===== config.mk =====
export PLATFORM = sky130hd
export DESIGN_NAME = hough_sweep_sched
export DESIGN_NICKNAME = d
export VERILOG_FILES = /design/src/rtl/hough_sweep_sched_pkg.sv /design/src/rtl/hough_sweep_sched_stepper.sv /design/src/rtl/hough_sweep_sched.sv
export SDC_FILE = /design/constraint.sdc
export NUM_CORES = 1
export LEC_CHECK = 0
export BUFFER_PORTS_ARGS = -buffer_cell sky130_fd_sc_hd__clkbuf_2
export CAP_MARGIN = 0
export CORE_ASPECT_RATIO = 2
export CORE_MARGIN = 4
export CORE_UTILIZATION = 35
export CTS_CLUSTER_DIAMETER = 60
export DETAILED_ROUTE_END_ITERATION = 12
export GPL_ROUTABILITY_DRIVEN = 0
export HOLD_SLACK_MARGIN = 0.08
export PLACE_DENSITY_LB_ADDON = 0.08
export SLEW_MARGIN = 20
export SYNTH_ARGS = -nofsm -noshare
export SYNTH_HDL_FRONTEND = slang
export SYNTH_SLANG_ARGS = --single-unit
export TNS_END_PERCENT = 1

===== constraint.sdc =====
create_clock -name i_clk -period 2.9 [get_ports i_clk]
set_input_delay 0.435 -clock i_clk [delete_from_list [all_inputs] [get_ports i_clk]]
set_output_delay 0.435 -clock i_clk [all_outputs]
set_load 0.03 [all_outputs]

===== src/rtl/hough_sweep_sched_pkg.sv =====
// hough_sweep_sched_pkg: state encodings, sweep/scan limits and widths shared by
// the Hough scheduler, its address stepper, the controller and block_memo.
package hough_sweep_sched_pkg;
   localparam int HS_MSB_POINT = 15;
   localparam int HS_MSB_PHI   = 7;
   localparam int HS_PHI_LAST  = 179;
   localparam int HS_MSB_ADDR  = 15;
   localparam int HS_ADDR_LAST = 46079;
   localparam int HS_CNT_W     = 16;
   typedef enum logic [2:0] {
      ST_IDLE  = 3'd0,
      ST_FETCH = 3'd1,
      ST_VOTE  = 3'd2,
      ST_SCAN  = 3'd3,
      ST_CLEAR = 3'd4,
      ST_DONE  = 3'd5
   } state_t;
   function automatic logic [HS_CNT_W-1:0] sat_inc(input logic [HS_CNT_W-1:0] v);
      return (&v) ? v : v + HS_CNT_W'(1);
   endfunction
endpackage


===== src/rtl/hough_sweep_sched_stepper.sv =====
// hough_sweep_sched_stepper: accumulator address walker for one valid/ready stream;
// advances on each accepted beat and returns to 0 after the terminal address is taken.
module hough_sweep_sched_stepper
   import hough_sweep_sched_pkg::*;
#(
   parameter int MSB_ADDR  = HS_MSB_ADDR,
   parameter int ADDR_LAST = HS_ADDR_LAST
)(
   input  logic              i_clk,
   input  logic              i_reset_n,
   input  logic              i_load,
   input  logic              i_valid,
   input  logic              i_ready,
   output logic [MSB_ADDR:0] o_addr,
   output logic              o_done
);
   logic [MSB_ADDR:0] r_addr;
   logic              w_fire;
   logic              w_last;
   assign w_fire = i_valid & i_ready;
   assign w_last = r_addr == (MSB_ADDR+1)'(ADDR_LAST);
   assign o_done = w_fire & w_last;
   assign o_addr = r_addr;
   always_ff @(posedge i_clk or negedge i_reset_n)
      if (!i_reset_n)
         r_addr <= '0;
      else if (i_load || o_done)
         r_addr <= '0;
      else if (w_fire)
         r_addr <= r_addr + (MSB_ADDR+1)'(1);
endmodule


===== src/rtl/hough_sweep_sched.sv =====
// hough_sweep_sched: frame scheduler -- per-point phi sweep of votes, accumulator scan,
// optional accumulator clear (present when HOUGH_SCHED_CLR_EN is defined).
module hough_sweep_sched
   import hough_sweep_sched_pkg::*;
#(
   parameter int MSB_POINT = HS_MSB_POINT,
   parameter int MSB_PHI   = HS_MSB_PHI,
   parameter int PHI_LAST  = HS_PHI_LAST,
   parameter int MSB_ADDR  = HS_MSB_ADDR,
   parameter int ADDR_LAST = HS_ADDR_LAST
)(
   input  logic                i_clk,
   input  logic                i_reset_n,
   input  logic                i_start,
   input  logic                i_abort,
   input  logic                i_pt_valid,
   output logic                o_pt_ready,
   input  logic [MSB_POINT:0]  i_pt_x,
   input  logic [MSB_POINT:0]  i_pt_y,
   input  logic                i_pt_last,
   output logic                o_vote_valid,
   input  logic                i_vote_ready,
   output logic [MSB_POINT:0]  o_vote_x,
   output logic [MSB_POINT:0]  o_vote_y,
   output logic [MSB_PHI:0]    o_vote_phi,
   output logic                o_scan_valid,
   input  logic                i_scan_ready,
   output logic [MSB_ADDR:0]   o_scan_addr,
   output logic                o_clr_valid,
   input  logic                i_clr_ready,
   output logic [MSB_ADDR:0]   o_clr_addr,
   output logic                o_busy,
   output logic                o_done,
   output logic [HS_CNT_W-1:0] o_pt_cnt,
   output logic [2:0]          o_state
);
`ifdef HOUGH_SCHED_CLR_EN
   localparam logic CLR_EN = 1'b1;
`else
   localparam logic CLR_EN = 1'b0;
`endif
   state_t              r_state, w_next;
   logic [MSB_POINT:0]  r_x, r_y;
   logic                r_last;
   logic [MSB_PHI:0]    r_phi;
   logic [HS_CNT_W-1:0] r_pt_cnt;
   logic                w_pt_fire, w_vote_fire, w_phi_end, w_sweep_end;
   logic                w_scan_done, w_clr_done, w_clr_valid;
   logic [MSB_ADDR:0]   w_scan_addr, w_clr_addr;
   assign w_pt_fire   = (r_state == ST_FETCH) & i_pt_valid;
   assign w_vote_fire = (r_state == ST_VOTE) & i_vote_ready;
   assign w_phi_end   = r_phi == (MSB_PHI+1)'(PHI_LAST);
   assign w_sweep_end = w_vote_fire & w_phi_end;
   assign w_clr_valid = CLR_EN & (r_state == ST_CLEAR);
   always_ff @(posedge i_clk or negedge i_reset_n)
      if (!i_reset_n)
         r_state <= ST_IDLE;
      else
         r_state <= w_next;
   always_comb begin
      w_next = r_state;
      case (r_state)
         ST_IDLE:  if (i_start) w_next = ST_FETCH;
         ST_FETCH: if (i_pt_valid) w_next = ST_VOTE;
         ST_VOTE:  if (w_sweep_end) w_next = r_last ? ST_SCAN : ST_FETCH;
         ST_SCAN:  if (w_scan_done) w_next = CLR_EN ? ST_CLEAR : ST_DONE;
         ST_CLEAR: if (w_clr_done) w_next = ST_DONE;
         ST_DONE:  w_next = ST_IDLE;
         default:  w_next = ST_IDLE;
      endcase
      if (i_abort) w_next = ST_IDLE;
   end
   // abort freezes every datapath register, so pt_cnt keeps the aborted frame's count
   always_ff @(posedge i_clk or negedge i_reset_n)
      if (!i_reset_n) begin
         r_x      <= '0;
         r_y      <= '0;
         r_last   <= 1'b0;
         r_phi    <= '0;
         r_pt_cnt <= '0;
      end else if (!i_abort) begin
         if (r_state == ST_IDLE && i_start)
            r_pt_cnt <= '0;
         if (w_pt_fire) begin
            r_x      <= i_pt_x;
            r_y      <= i_pt_y;
            r_last   <= i_pt_last;
            r_phi    <= '0;
            r_pt_cnt <= sat_inc(r_pt_cnt);
         end
         if (w_vote_fire && !w_phi_end)
            r_phi <= r_phi + (MSB_PHI+1)'(1);
      end
   hough_sweep_sched_stepper #(.MSB_ADDR(MSB_ADDR), .ADDR_LAST(ADDR_LAST)) u_scan (
      .i_clk     (i_clk),
      .i_reset_n (i_reset_n),
      .i_load    (w_sweep_end & r_last & ~i_abort),
      .i_valid   (r_state == ST_SCAN),
      .i_ready   (i_scan_ready & ~i_abort),
      .o_addr    (w_scan_addr),
      .o_done    (w_scan_done)
   );
   hough_sweep_sched_stepper #(.MSB_ADDR(MSB_ADDR), .ADDR_LAST(ADDR_LAST)) u_clr (
      .i_clk     (i_clk),
      .i_reset_n (i_reset_n),
      .i_load    (w_scan_done & ~i_abort),
      .i_valid   (w_clr_valid),
      .i_ready   (i_clr_ready & ~i_abort),
      .o_addr    (w_clr_addr),
      .o_done    (w_clr_done)
   );
   assign o_pt_ready   = r_state == ST_FETCH;
   assign o_vote_valid = r_state == ST_VOTE;
   assign o_vote_x     = r_x;
   assign o_vote_y     = r_y;
   assign o_vote_phi   = r_phi;
   assign o_scan_valid = r_state == ST_SCAN;
   assign o_scan_addr  = w_scan_addr;
   assign o_clr_valid  = w_clr_valid;
   assign o_clr_addr   = CLR_EN ? w_clr_addr : '0;
   assign o_busy       = r_state != ST_IDLE;
   assign o_done       = r_state == ST_DONE;
   assign o_pt_cnt     = r_pt_cnt;
   assign o_state      = r_state;
endmodule


# Word-level counts from Yosys, hierarchy flattened
# Index checks and enable logic that the tools add are counted.
[word_totals] reg_bits=76 out_inout_bits=97 word_cells=60
[op_classes] addsub=3 eq_ne=13 n_mux=14 n_bitwise=9 n_reduce_logical=14
[op_table] op="two-way mux 16 bit" count=5
[op_table] op="adder 16 x 1 -> 16 bit (second input constant)" count=2
[op_table] op="equality test 16 bit (second input constant)" count=1
[op_table] op="two-way mux 8 bit" count=2
[op_table] op="AND reduction 16 bit" count=1
[op_table] op="two-way mux 3 bit" count=5
[op_table] op="case mux 3 bit (5 select lines)" count=1
[op_table] op="inequality test 3 bit (second input constant)" count=3
[op_table] op="adder 8 x 1 -> 8 bit (second input constant)" count=1
[op_table] op="bitwise AND 1 bit" count=8
[op_table] op="equality test 8 bit (second input constant)" count=1
[op_table] op="equality test 3 x 2 -> 1 bit (second input constant)" count=2
[op_table] op="equality test 3 bit (second input constant)" count=2
[op_table] op="nonzero test 2 bit" count=3
[op_table] op="AND reduction 5 bit" count=1
[op_table] op="inequality test 2 bit (second input constant)" count=2
[op_table] op="AND reduction 2 bit" count=2
[op_table] op="equality test 3 x 1 -> 1 bit (second input constant)" count=1
[op_table] op="logical NOT 3 bit" count=1
[op_table] op="inequality test 3 x 2 -> 1 bit (second input constant)" count=1
[op_table] op="AND reduction 3 bit" count=1
[op_table] op="nonzero test 3 bit" count=1
[op_table] op="logical AND 1 bit" count=2
[op_table] op="two-way mux 2 bit" count=1
[op_table] op="3 further kinds" count=3

# Depth between registers and ports, before layout
# Gate-level depths: netlist of the first run.
[depth] depth_word=7 mapped_depth=8 depth_no_buf=6

# Modules after synthesis
# Synthesis of the first run repeated with hierarchy kept, for this count alone.
[unflattened] hier_cells=523 area_unflattened_um2=4724.5
[modules_own_cells] module="hough_sweep_sched" instances=1 cells_per_inst=355 area_per_inst_um2=3070.4
[modules_own_cells] module="hough_sweep_sched_stepper" instances=2 cells_per_inst=84 area_per_inst_um2=827.0

# Least setup slack after synthesis of the first run
# Ideal clock, no wire load.
[synth_path] kind="register to register" start="register r_state[2] (netlist: o_state[2])" end="register u_scan.r_addr[14] (netlist: u_scan.o_addr[14])" setup_time_ns=0.132 arrival_ns=2.219 slack_ns=0.549 path_stages_with_launch=7 cell_sequence="dfrtp_1 > buf_6 > nor3b_2 > nand4_1 > a2111oi_0 > xnor2_1 > nor2_1"
[synth_between] elab_chain_cells=7
[synth_rtl] item="from (decl)" line="hough_sweep_sched.sv:42" text="state_t r_state, w_next;"
[synth_rtl] item="from (signal assigned)" line="hough_sweep_sched.sv:59" text="r_state <= w_next;"
[synth_rtl] item="equality test 3 x 2 -> 1 bit *"
[synth_rtl] item="via o_vote_valid" line="hough_sweep_sched.sv:21" text="output logic o_vote_valid,"
[synth_rtl] item="bitwise AND 1 bit *" line="hough_sweep_sched.sv:51" text="assign w_vote_fire = (r_state == ST_VOTE) & i_vote_ready;"
[synth_rtl] item="bitwise AND 1 bit *" line="hough_sweep_sched.sv:53" text="assign w_sweep_end = w_vote_fire & w_phi_end;"
[synth_rtl] item="bitwise AND 1 bit * (2 in series)" line="hough_sweep_sched.sv:97" text=".i_load (w_sweep_end & r_last & ~i_abort),"
[synth_rtl] item="logical OR 1 bit *" line="hough_sweep_sched_stepper.sv:27" text="else if (i_load || o_done)"
[synth_rtl] item="two-way mux 16 bit / nonzero test 2 bit (equally long branches)"
[synth_rtl] item="to (signal assigned)" line="hough_sweep_sched_stepper.sv:30" text="r_addr <= r_addr + (MSB_ADDR+1)'(1);"
[synth_rtl] item="to (decl)" line="hough_sweep_sched_stepper.sv:17" text="logic [MSB_ADDR:0] r_addr;"
# The timed path passes the listed nets; every way through them passes the cells marked *.
# A chain may end at the register's enable or synchronous reset.

# Worst setup path after layout of the first run
[layout_path] start="register r_pt_cnt[2] (netlist: o_pt_cnt[2])" end="register r_pt_cnt[13] (netlist: o_pt_cnt[13])"
[layout_between] elab_chain_cells=3
[layout_rtl] item="from (decl)" line="hough_sweep_sched.sv:46" text="logic [HS_CNT_W-1:0] r_pt_cnt;"
[layout_rtl] item="from (signal assigned)" line="hough_sweep_sched.sv:89" text="r_pt_cnt <= sat_inc(r_pt_cnt);"
[layout_rtl] item="adder 16 x 1 -> 16 bit / AND reduction 16 bit (equally long branches)" line="hough_sweep_sched_pkg.sv:19" text="return (&v) ? v : v + HS_CNT_W'(1);"
[layout_rtl] item="two-way mux 16 bit / inequality test 2 bit (equally long branches)"
[layout_rtl] item="two-way mux 16 bit / AND reduction 3 bit (equally long branches)"
# Parallel ways exist; a longest one is shown, timed or not. The select of a mux whose other input is x is not followed.

==> flow_metrics.tcl, run 1 <==
set metrics [dict create \
    status "finished clean" \
    grt_overflow 0 \
    min_period_ns 2.19 \
    power.density_nw_per_um2 734 \
    cp.required_ns 3.12 \
    path_clk_slew_ns 0.07 \
    dp_cells 626 \
    grt_pass1_vias 3352 \
    final-setup-viol-count 0 \
    final_antenna_net_count 0 \
    switching_share_pct 36.5 \
    drc_errors 0 \
    synth_seq_cells 76 \
    first_iter_violations 84 \
    htreeDepth 3 \
    internal-power_mw 2.29 \
    cp_max_fo 7 \
    die_h_um 157 \
    cts_tree "yes" \
    first_pass_iters 4 \
    num_rows 54 \
    routed_wl_um 10300 \
    syn_to_final_growth_pct 26.0 \
    worstSetupEndpointType "register" \
    ir_drop_mv 0.413 \
    path_class "reg2reg" \
    dieArea_um2 13000 \
    finalCritPeriodShare_pct 75.5 \
    routed_via_density 5.03 \
    finalNonFillerCells 642 \
    async_flop_share_pct 100 \
    hold_class "in2async" \
    ys_seq_area_share_pct 48.8 \
    netlist_instances 375 \
    cts_buffers 9 \
    syn_area_per_cell_um2 10.4 \
    initial_core_util_pct 35.8 \
    hold_viol_final 0 \
    grt_max_degree 77 \
    wl_per_cell_um 16.0 \
    cts_resized 0 \
    clockBufferDepth 2 \
    drive_gt1_share_pct 37.6 \
    startpoint "o_pt_cnt[2]" \
    leakage_nw 2.32 \
    ioPinCount 138 \
    grt_pass1_wl_um 16700 \
    crit_path_start_kind "register" \
    reg2regPathDepth 4 \
    num_vias 3229 \
    seq_power_share_pct 39.0 \
    ys_types 52 \
    synthFlopType "dfrtp_1" \
    clkPwrFrac_pct 31.5 \
    rsz0062_at_grt "no" \
    grt_use_total_pct 16.8 \
    clock-root-buffer "clkbuf_16" \
    p_comb_share_pct 29.5 \
    maxCapViolations 0 \
    core_area_um2 10900 \
    max_slew_margin_pct 34.6 \
    cp-endpoint "o_pt_cnt[13]" \
    clk_latency_ns 0.33 \
    reg2reg_to "o_pt_cnt[13]" \
    place_hpwl_um 7800 \
    portBuffers 119 \
    drv_slew 0 \
    synth_edf_count 0 \
    ys_warn_count 0 \
    p_sw_mw 1.31 \
    hold_slack_ns 0.247 \
    synthesis.area_um2 3890 \
    fin_worst_skew_ns 0.00873 \
    fin_setup_tns_ns 0 \
    rrSetupSlack_ns 0.71 \
    layout.nets 541 \
    cts_setup_buffers 0 \
    fp.dieW_um 82.6 \
    cts_hold_buffers 0 \
    antenna_cells 0 \
    max_freq_ghz 0.457 \
    r2r-start "o_pt_cnt[2]" \
    antenna_found_initial 0 \
    worst_slew_pin_slew_ns 0.981 \
    worstPathArrival_ns 2.41 \
    cts_sinks 76 \
]
[synthesized netlist by cell type, types with 4 or more instances]
master	count	area share (%)
a211oi_1	5	0.96
a21oi_1	11	1.4
and2_1	6	0.96
and3_1	6	0.96
and4_1	4	0.90
buf_2	5	0.64
buf_4	17	3.3
clkbuf_1	11	1.1
dfrtp_1	76	49
mux2_2	34	9.8
nand2_1	25	2.4
nand2b_1	4	0.64
nand3_1	19	2.4
nand4_1	11	1.8
nor2_1	40	3.9
nor3_1	6	0.77
nor4_1	5	0.80
o211ai_1	4	0.77
o21ai_0	12	1.5
or3_1	5	0.80
xnor2_1	11	2.5
xor2_1	13	2.9
[metal layers]
layer / share of wire, % / vias to the layer above / wire (um) / track usage, %
met5: 0 / - / 0 / 0
met2: 58 / 79 / 5970 / 31.3
met3: 4.2 / 17 / 428 / 3.04
li1: - / 1549 / - / -
met1: 35 / 1584 / 3640 / 17.6
met4: 2.3 / 0 / 231 / 7.17
[area by class of cell]
type / count / area, um^2
Fill cell: 1104 / 5970
Sequential cell: 76 / 1900
Multi-Input combinational cell: 278 / 1840
Timing Repair Buffer: 129 / 673
Clock buffer: 10 / 229
Tap cell: 140 / 175
Clock inverter: 6 / 71.3
Inverter: 3 / 11.3
[state kept, by name, summed over array words and instances, names as in the netlist]
signal / cells
o_vote_x: 16
o_vote_phi: 8
o_vote_y: 16
r_last: 1
u_scan.o_addr: 16
o_pt_cnt: 16
o_state: 3
[critical path, cell delays in order (launching register included)]
cell and delay (ns):
dfrtp_1 0.45, nand3_2 0.22, or4_1 0.68, nor4_1 0.36, mux2_2 0.37
[worst min-delay path by stage]
stage,from,end,slack (ns),cells after the start
after floorplan,i_reset_n,o_pt_cnt[0],0.14,0
final,i_reset_n,o_vote_y[2],0.25,1
after CTS,i_reset_n,o_vote_y[2],0.31,1
after detailed placement,o_vote_y[7],o_vote_y[7],0.49,1
after global placement,o_vote_y[3],o_vote_y[3],0.49,1
after global routing,i_pt_x[9],o_vote_x[9],0.32,2
[placed cells by master, fill, tap and decap left out, drive strengths merged, types with 2 or more instances in the layout]
| cell type | count |
|---|---|
| clkbuf | 128 |
| buf | 11 |
| and2 | 7 |
| o21ai | 12 |
| o211ai | 4 |
| nand2b | 4 |
| mux2 | 34 |
| nor3b | 4 |
| and4 | 4 |
| inv | 5 |
| a2111oi | 2 |
| o21a | 2 |
| nand2 | 25 |
| nor2 | 42 |
| ha | 3 |
| and3 | 6 |
| a211oi | 5 |
| a21oi | 11 |
| dfrtp | 76 |
| nand4 | 11 |
| o31ai | 3 |
| conb | 17 |
| nor2b | 3 |
| nor4 | 7 |
| nand3 | 20 |
| xor2 | 13 |
| nor3 | 6 |
| or3 | 5 |
| and3b | 2 |
| or4 | 3 |
| clkinvlp | 2 |
| xnor2 | 11 |
[cells by family after synthesis]
group | count (synthesis) | share of synthesized area, %
simple gates | 153 | 21.4
flops | 76 | 48.8
compound gates | 46 | 7.68
buf+inv | 37 | 5.56
mux | 35 | 10.1
xor+xnor | 24 | 5.40
fa+ha+maj | 3 | 0.964
other cells | 1 | 0.0963
[power by group through the flow]
| stage | Sequential (mW) | Clock [mW] | Combinational (mW) |
|---|---|---|---|
| after floorplan | 1.82 | 0 | 0.324 |
| after global placement | 1.42 | 0 | 1.07 |
| after detailed placement | 1.42 | 0 | 1.08 |
| after CTS | 1.41 | 1.17 | 1.08 |
| after global routing | 1.43 | 1.21 | 1.13 |
| final | 1.40 | 1.13 | 1.06 |
[metrics by stage]
step,area (um^2),utilization [%],power [mW],setup WS (ns)
floorplan,3960,-,2.15,0.549
global placement,4610,42.3,2.49,0.556
detailed placement,4610,42.3,2.51,0.547
CTS,4910,45.1,3.66,0.726
global route,4910,45.1,3.77,0.552
finish,4910,45.1,3.60,0.712
Note: power is estimated with default switching activity, not from simulation.
==> inputs of run 2 (changes only) <==
==> constraint.sdc (replaced) <==
create_clock -name i_clk -period 1.85 [get_ports i_clk]
set_input_delay 0.2775 -clock i_clk [delete_from_list [all_inputs] [get_ports i_clk]]
set_output_delay 0.2775 -clock i_clk [all_outputs]
set_load 0.03 [all_outputs]
==> flow_metrics.tcl, run 2 (synthesized netlist as in run 1, its figures left out) <==
set metrics [dict create \
    status "finished clean" \
    fin_worst_skew_ns 0.00723 \
    syn_to_final_growth_pct 41.9 \
    place_hpwl_um 8530 \
    min_period_ns 1.81 \
    clock-root-buffer "clkbuf_16" \
    grt_use_total_pct 17.5 \
    grt_pass1_vias 3506 \
    num_rows 54 \
    drive_gt1_share_pct 49.0 \
    die_h_um 157 \
    path_class "reg2out" \
    cts_sinks 76 \
    first_iter_violations 76 \
    first_pass_iters 4 \
    path_clk_slew_ns 0.06 \
    crit_path_start_kind "register" \
    worstSetupEndpointType "primary output" \
    final-setup-viol-count 0 \
    drv_slew 0 \
    dp_cells 672 \
    layout_commonest_cell "clkbuf_2" \
    finalNonFillerCells 693 \
    hold_class "in2reg" \
    cp.required_ns 1.57 \
    fin_setup_tns_ns 0 \
    cts_buffers 9 \
    clockBufferDepth 2 \
    routed_wl_um 10900 \
    rsz0062_at_grt "yes" \
    num_vias 3416 \
    fill_cells 1050 \
    fp.dieW_um 82.6 \
    maxCapViolations 0 \
    grt_pass1_wl_um 17300 \
    antenna_found_initial 0 \
    grt_overflow 0 \
    routed_via_density 4.93 \
    multi_input_area_um2 2000 \
    hold_viol_final 0 \
    layout.nets 592 \
    leakage_nw 2.59 \
    portBuffers 119 \
    htreeDepth 3 \
    power.density_nw_per_um2 1050 \
    clk_latency_ns 0.33 \
    drc_errors 0 \
    initial_core_util_pct 35.8 \
    cts_tree "yes" \
    core_area_um2 10900 \
    regArea_um2 1920 \
    final_antenna_net_count 0 \
    finalCritPeriodShare_pct 97.8 \
    worstPathArrival_ns 1.53 \
    grt_max_degree 43 \
    cp_max_fo 5 \
    antenna_cells 0 \
    ir_drop_mv 0.663 \
    ioPinCount 138 \
    layout_common_cells "117 x clkbuf_2, 64 x dfrtp_1, 53 x buf_4, 38 x nor2_1, 34 x mux2_2" \
    max_freq_ghz 0.553 \
    wl_per_cell_um 15.7 \
    dieArea_um2 13000 \
]
run 2: changes by cell type in the layout (fill, tap and decap cells not counted), moves of 3 or more:
cell,previous run,this run
buf_12,0,3
buf_4,11,53
buf_6,0,5
dfrtp_1,76,64
dfrtp_2,0,12
run 2: repair_timing:
item | in CTS | in global routing
hold buffers | 1 | 0
setup endpoints to repair | 13 | 28
resized for setup | 9 | 24
pin swaps | 6 | 7
setup buffers | 0 | 4
hold endpoints to repair | 74 | 0
run 2: path summary, 6_finish.rpt:
check | startpoint | end | slack [ns] | depth (start not counted)
setup reg to reg | o_state[1] | o_pt_cnt[9] | 0.06 | 5
hold reg to reg | o_vote_x[0] | o_vote_x[0] | 0.51 | 1
setup / recovery | o_state[0] | o_busy | 0.04 | 4
hold / removal | i_pt_last | r_last | 0.16 | 3
max in group asynchronous | i_reset_n | o_vote_x[13] | 0.98 | 3
min in group asynchronous | i_reset_n | o_vote_phi[5] | 0.31 | 2
run 2: where the power goes:
part / switching, mW / total, mW / internal [mW]
registers: 0.173 / 2.17 / 1.99
clock network: 0.726 / 1.78 / 1.06
logic: 1.20 / 1.84 / 0.642
total: 2.09 / 5.79 / 3.69
run 2: per-layer routing:
layer	up-vias	track usage, %	wire length, um
met2	79	33.4	6370
met3	13	3.04	436
met5	-	0	0
met4	0	7.64	225
met1	1673	17.7	3870
li1	1651	-	-
run 2: cell type report:
class | instances | share of cell area [%]
multi-input cells | 278 | 36.2
flip-flops and latches | 76 | 34.7
inverters | 3 | 0.204
well taps | 140 | 3.17
repair buffers | 180 | 20.3
clock buffers | 10 | 4.14
clock inverters | 6 | 1.29
run 2: worst max-delay path, cell delays in order (launching register included):
cell	delay (ns)
dfrtp_1	0.42
buf_6	0.15
buf_4	0.14
or3_1	0.32
clkbuf_8	0.17
run 2: through the flow:
| step | utilization, % | worst slack, ns | hold WS (ns) | total power [mW] | area [um^2] |
|---|---|---|---|---|---|
| floorplan | - | -0.236 | -0.0181 | 3.38 | 4010 |
| global placement | 46.3 | -0.0507 | 0.117 | 4.00 | 5030 |
| detailed placement | 46.3 | -0.0541 | 0.113 | 4.03 | 5030 |
| CTS | 49.5 | -0.0474 | 0.136 | 5.87 | 5380 |
| global route | 50.8 | -0.0461 | 0.159 | 6.08 | 5530 |
| finish | 50.8 | 0.0409 | 0.155 | 5.79 | 5530 |
